<file path="config.mk">
export PLATFORM = sky130hd
export DESIGN_NAME = cp_datapath_flat
export DESIGN_NICKNAME = d
export VERILOG_FILES = /design/src/rtl/cp_datapath_if.sv /design/src/rtl/cp_datapath.sv /design/src/flat_wrapper.sv
export SDC_FILE = /design/constraint.sdc
export NUM_CORES = 1
export LEC_CHECK = 0
export CORE_MARGIN = 5
export CORE_UTILIZATION = 25
export DETAILED_ROUTE_END_ITERATION = 10
export GPL_TIMING_DRIVEN = 0
export PLACE_DENSITY = 0.46
export REMOVE_ABC_BUFFERS = 1
export SKIP_CTS_REPAIR_TIMING = 1
export SLEW_MARGIN = 15
export SYNTH_ARGS = -nofsm -noshare
export SYNTH_HDL_FRONTEND = slang
export SYNTH_SLANG_ARGS = --single-unit
</file>
<file path="constraint.sdc">
create_clock -name clk -period 3.05 [get_ports clk]
set_input_delay 0.7625 -clock clk [delete_from_list [all_inputs] [get_ports clk]]
set_output_delay 0.7625 -clock clk [all_outputs]
set_load 0.1 [all_outputs]
</file>
<file path="src/rtl/cp_datapath_if.sv">
// cp_datapath_if: bundles the control-point word, operand bus and all
// datapath results exchanged between the one-hot controller and cp_datapath.
// The controller side uses the master modport, and the datapath uses slave.
interface cp_datapath_if #(
  parameter int W  = 8,
  parameter int CW = 4
);
  logic [4:0]    cp;
  logic [W-1:0]  data_in;
  logic [W-1:0]  acc;
  logic          V;
  logic          Z;
  logic [W-1:0]  result;
  logic          result_valid;
  logic [CW-1:0] step_cnt;
  logic          step_wrap;

  modport master (
    output cp,
    output data_in,
    input  acc,
    input  V,
    input  Z,
    input  result,
    input  result_valid,
    input  step_cnt,
    input  step_wrap
  );

  modport slave (
    input  cp,
    input  data_in,
    output acc,
    output V,
    output Z,
    output result,
    output result_valid,
    output step_cnt,
    output step_wrap
  );
endinterface

</file>
<file path="src/rtl/cp_datapath.sv">
// cp_datapath: accumulator datapath stage steered by a 5-bit control-point word.
// cp[4:3] selects NOP/LOAD/ADD/SUB, cp[2] captures the V/Z flags, cp[1] stores
// the new accumulator value into result, and cp[0] advances the step counter.
// Optional feature: define CP_DATAPATH_SATURATE_EN to clamp ADD/SUB overflow
// to the most positive or most negative value instead of wrapping.
// W and CW must match the parameters of the connected cp_datapath_if instance.
module cp_datapath #(
  parameter int W  = 8,
  parameter int CW = 4
) (
  input  logic          clk,
  input  logic          clr,
  cp_datapath_if.slave  bus
);

  typedef enum logic [1:0] {
    OP_NOP  = 2'b00,
    OP_LOAD = 2'b01,
    OP_ADD  = 2'b10,
    OP_SUB  = 2'b11
  } op_t;

  localparam logic [W-1:0] MAX_POS = {1'b0, {(W-1){1'b1}}};
  localparam logic [W-1:0] MIN_NEG = {1'b1, {(W-1){1'b0}}};

  op_t           op;
  logic          flag_en;
  logic          store_en;
  logic          step_en;

  logic [W-1:0]  acc_q;
  logic          v_q;
  logic          z_q;
  logic [W-1:0]  result_q;
  logic          result_valid_q;
  logic [CW-1:0] step_cnt_q;
  logic          step_wrap_q;

  logic [W-1:0]  sum;
  logic [W-1:0]  diff;
  logic [W-1:0]  wrap_val;
  logic [W-1:0]  acc_next;
  logic          ovf;

  assign op       = op_t'(bus.cp[4:3]);
  assign flag_en  = bus.cp[2];
  assign store_en = bus.cp[1];
  assign step_en  = bus.cp[0];

  // Next accumulator value and signed overflow for the selected operation
  always_comb begin
    sum      = acc_q + bus.data_in;
    diff     = acc_q - bus.data_in;
    wrap_val = acc_q;
    ovf      = 1'b0;
    case (op)
      OP_NOP: begin
        wrap_val = acc_q;
      end
      OP_LOAD: begin
        wrap_val = bus.data_in;
      end
      OP_ADD: begin
        wrap_val = sum;
        ovf      = (acc_q[W-1] == bus.data_in[W-1]) && (sum[W-1] != acc_q[W-1]);
      end
      OP_SUB: begin
        wrap_val = diff;
        ovf      = (acc_q[W-1] != bus.data_in[W-1]) && (diff[W-1] != acc_q[W-1]);
      end
      default: begin
        wrap_val = acc_q;
      end
    endcase
    // Overflow direction always follows acc's sign for both ADD and SUB,
    // so the clamp value is picked from acc_q's MSB.
`ifdef CP_DATAPATH_SATURATE_EN
    acc_next = ovf ? (acc_q[W-1] ? MIN_NEG : MAX_POS) : wrap_val;
`else
    acc_next = wrap_val;
`endif
  end

  // Registered state: accumulator, flags, stored result and step counter
  always_ff @(posedge clk) begin
    if (clr) begin
      acc_q          <= '0;
      v_q            <= 1'b0;
      z_q            <= 1'b0;
      result_q       <= '0;
      result_valid_q <= 1'b0;
      step_cnt_q     <= '0;
      step_wrap_q    <= 1'b0;
    end else begin
      acc_q <= acc_next;
      if (flag_en) begin
        v_q <= ovf;
        z_q <= (acc_next == '0);
      end
      if (store_en) begin
        result_q       <= acc_next;
        result_valid_q <= 1'b1;
      end else begin
        result_valid_q <= 1'b0;
      end
      if (step_en) begin
        step_cnt_q  <= step_cnt_q + 1'b1;
        step_wrap_q <= &step_cnt_q;
      end else begin
        step_wrap_q <= 1'b0;
      end
    end
  end

  assign bus.acc          = acc_q;
  assign bus.V            = v_q;
  assign bus.Z            = z_q;
  assign bus.result       = result_q;
  assign bus.result_valid = result_valid_q;
  assign bus.step_cnt     = step_cnt_q;
  assign bus.step_wrap    = step_wrap_q;

endmodule

</file>
<file path="src/flat_wrapper.sv">
// flat-port wrapper written by rule: the top's interface ports become plain ports
module cp_datapath_flat 
#(
  parameter int W  = 8,
  parameter int CW = 4
)
  (clk, clr, bus_cp, bus_data_in, bus_acc, bus_V, bus_Z, bus_result, bus_result_valid, bus_step_cnt, bus_step_wrap);
  cp_datapath_if #(.W(W), .CW(CW)) bus_i ();
  input  logic clk;
  input  logic clr;
  input wire logic [$bits(bus_i.cp)-1:0] bus_cp;
  input wire logic [$bits(bus_i.data_in)-1:0] bus_data_in;
  output wire logic [$bits(bus_i.acc)-1:0] bus_acc;
  output wire logic [$bits(bus_i.V)-1:0] bus_V;
  output wire logic [$bits(bus_i.Z)-1:0] bus_Z;
  output wire logic [$bits(bus_i.result)-1:0] bus_result;
  output wire logic [$bits(bus_i.result_valid)-1:0] bus_result_valid;
  output wire logic [$bits(bus_i.step_cnt)-1:0] bus_step_cnt;
  output wire logic [$bits(bus_i.step_wrap)-1:0] bus_step_wrap;
  assign bus_i.cp = bus_cp;
  assign bus_i.data_in = bus_data_in;
  assign bus_acc = bus_i.acc;
  assign bus_V = bus_i.V;
  assign bus_Z = bus_i.Z;
  assign bus_result = bus_i.result;
  assign bus_result_valid = bus_i.result_valid;
  assign bus_step_cnt = bus_i.step_cnt;
  assign bus_step_wrap = bus_i.step_wrap;
  cp_datapath #(.W(W), .CW(CW)) u_core (.clk(clk), .clr(clr), .bus(bus_i));
endmodule
</file>
==> reports/results.txt <==
Post-synth EDFFs -> 0
Htree depth -> 1
WP data arrival -> 3.10 ns
Static Leak -> 0.9668 nW
TritonCTS clock tree -> yes
Hold_sp -> u_core.bus.V$_SDFFE_PP0P_
Sequential-to-total area share from yosys stat -> 26.85%
Tmin final -> 2.935 ns
Pre-antenna DRT Iters -> 4
Sw Ratio -> 43.64%
Cell-internal power -> 0.6398 mW
Yosys warns -> 0
Fmax achieved -> 340.7 MHz
Syn Inst Count -> 214
Post-DP HPWL -> 3510 um
Clk buf depth -> 2
DR vias/cell -> 4.599
Comb pwr share -> 48.7%
FF-to-FF End -> u_core.bus.Z$_SDFFE_PP0P_
Initial antenna violation count -> 0
CP max FO -> 7
Non-filler cells, final -> 342
Global-route wire length before repair -> 7479 um
Synth area leader -> dfxtp_1
Run status -> complete, no violations
Placed cells -> 337
Netlist Area Pre-Place -> 0.001789 mm2
CP most frequent cell -> inv_1
Max-cap viol count -> 0
Fin crit share -> 96.23%
VDD IR-drop max -> 0.2412 mV
Crit path capture type -> flip-flop
Die width -> 94.60 um
TNS Setup -> 0 ns
Share of the synthesized area in the top cell type -> 26.85%
Nets -> 280
Io pins -> 39
Die ar. -> 0.008949 mm2
Syn_area_per_cell -> 8.361 um2
Clock sinks -> 24
Syn-to-layout area delta -> 31.47%
Clock Skew -> 0.004787 ns
Final core occ -> 34.24%
Worst Hold Class -> reg2reg
Rel. slew slack -> 34.30%
Area contributors post-synth -> dfxtp_1 (27%), ha_1 (11%), mux2i_1 (5.6%), nor2_1 (5.2%), a21oi_1 (4.8%)
Gr ovfl total -> 0
Dpl ws -> -0.6409 ns
Top cells by count, synth -> nor2_1 (25), dfxtp_1 (24), a21oi_1 (17)
Flop pwr share -> 32.4%
Largest net degree at the start of global routing -> 28
GP Congestion -> 0.8075
Clock Power Share -> 19.0%
Worst Tran Pin Value -> 0.9824 ns
Critical path's slowest cell -> clkdlybuf4s50_1
Via count -> 1573
Psw -> 0.4954 mW
Most used DFF post-synth -> dfxtp_1
FP Rows -> 30
Slew Limit Fails -> 0
Die Y -> 94.60 um
CP peak stage delay -> 0.53 ns
Clk_lat worst skew -> 0.27 ns
Share of post-route cells with drive strength above 1 -> 9.350%
Starting Density -> 26.05%
Final ANT Viol Nets -> 0
CP cell instances -> clkdlybuf4s50_1 -> inv_1 -> ha_4 -> inv_1 -> a211oi_2 -> a2111o_1 -> o2111a_1 -> or3_1 -> and4_1 -> a21bo_1
Root Driver -> clkbuf_8
Worst Setup Path Type -> in2reg
Cell Pwr Density -> 482.6 mW/mm2
RSZ-0062 raised after global routing -> no
Setup violators final -> 0
Total length of routed wires -> 4585 um
FF-to-FF path depth -> 10
CP required -> 3.21 ns
Vias in the first global route -> 1528
GRT Overall Usage -> 10.48%
Routed wire length per instance -> 13.41 um
DRC viols -> 0
Clock Pin Slew Worst Setup and Hold Paths -> 0.08 ns
CTS Buf Count -> 3
Asr flop ratio synth -> 0%
WHS -> 0.4846 ns
Synth Register Bits -> 24
Netlist cell types -> 53
CORE AREA -> 0.006869 mm2
Worst hold endpoint -> u_core.bus.V$_SDFFE_PP0P_
R2r setup slk -> 0.52 ns
Crit start category -> input pin
PortBufs -> 38
WHS Path Cells -> 2
# diodes -> 0
Fin. Hold Viols -> 0
Violation count after the first detailed-routing iteration -> 71
Reg2reg start -> u_core.bus.acc[0]$_SDFF_PP0_
Most common cell in the synthesized netlist -> nor2_1
Fin worst setup slack -> 0.1150 ns
==> cells in the final DEF, fill, tap and decap left out, types with 4 or more instances in the layout <==
cell              n
a21oi_1          15
inv_1            16
nor2_1           25
nor2b_1          11
a211oi_1          5
nor3_1            4
ha_4              4
clkdlybuf4s50_1  33
nand2b_1          6
o21ai_0           7
nand2_1          11
mux2i_1          10
clkbuf_8          4
ha_1             12
dlymetal6s2s_1    4
dfxtp_1          24
==> power groups by stage <==
stage	combinational, mW	clock [mW]	sequential [mW]
floorplan	0.199	0	0.557
global placement	0.529	0	0.373
detailed placement	0.528	0	0.372
CTS	0.530	0.222	0.365
global route	0.595	0.241	0.374
finish	0.552	0.215	0.367
==> metrics by stage <==
stage	power (mW)	area, um2
2_1_floorplan	0.7562	1707
6_report	1.135	2352
3_3_place_gp	0.9012	2207
4_1_cts	1.117	2262
5_1_grt	1.210	2352
3_5_place_dp	0.8998	2207
==> layer usage <==
metal	vias to the layer above	routed length [um]	share of wire [%]	GRT usage, %
met3	7	182	4.0	1.673
met1	720	2191	48	14.11
met4	0	83	1.8	4.327
met2	25	2127	46	16.56
li1	821	-	-	-
met5	-	0	0	0
==> worst max-delay path, delay by kind of cell <==
family / cells / cell delay, ns
AOI/OAI and AO/OA: 4 / 0.77
adders and majority gates: 1 / 0.25
buffers and inverters: 3 / 0.72
and+or+nand+nor: 2 / 0.60
==> worst max-delay path by stage <==
stage | from | end | slack (ns) | cells past startpoint
6_report | bus_data_in[4] | u_core.bus.Z$_SDFFE_PP0P_ | 0.12 | 10
2_1_floorplan | u_core.bus.acc[0]$_SDFF_PP0_ | u_core.bus.Z$_SDFFE_PP0P_ | -0.06 | 10
3_5_place_dp | bus_cp[3] | u_core.bus.Z$_SDFFE_PP0P_ | -0.64 | 7
4_1_cts | bus_cp[3] | u_core.bus.Z$_SDFFE_PP0P_ | -0.37 | 7
3_3_place_gp | bus_cp[3] | u_core.bus.Z$_SDFFE_PP0P_ | -0.71 | 7
5_1_grt | bus_data_in[5] | u_core.bus.Z$_SDFFE_PP0P_ | 0.01 | 10
==> area by class of cell <==
| type | count | area (um2) |
|---|---|---|
| fill | 751 | 4517 |
| multi-input combinational | 161 | 1236 |
| sequential | 24 | 480.5 |
| timing repair buffer | 39 | 392.9 |
| tap | 96 | 120.1 |
| inverter | 18 | 67.56 |
| clock buffer | 4 | 55.05 |
==> cell families (layout without fill, tap and decap cells) <==
group           Yosys count  count (layout)  share of synthesized area [%]
compound gates           58              58                          23.22
xor+xnor                  4               4                          1.958
fa+ha+maj                18              18                          13.43
buf+inv                  29              61                          8.391
flops                    24              24                          26.85
mux                      11              11                          6.224
simple gates             70              70                          19.93
==> sequential cells by signal, summed over array words and instances, names as in the netlist <==
signal	cells
u_core.bus.acc	8
u_core.bus.result	8
u_core.bus.step_cnt	4
u_core.bus.V	1
u_core.bus.Z	1
u_core.bus.result_valid	1
u_core.bus.step_wrap	1
No activity file was read; power rests on OpenSTA's default activity.
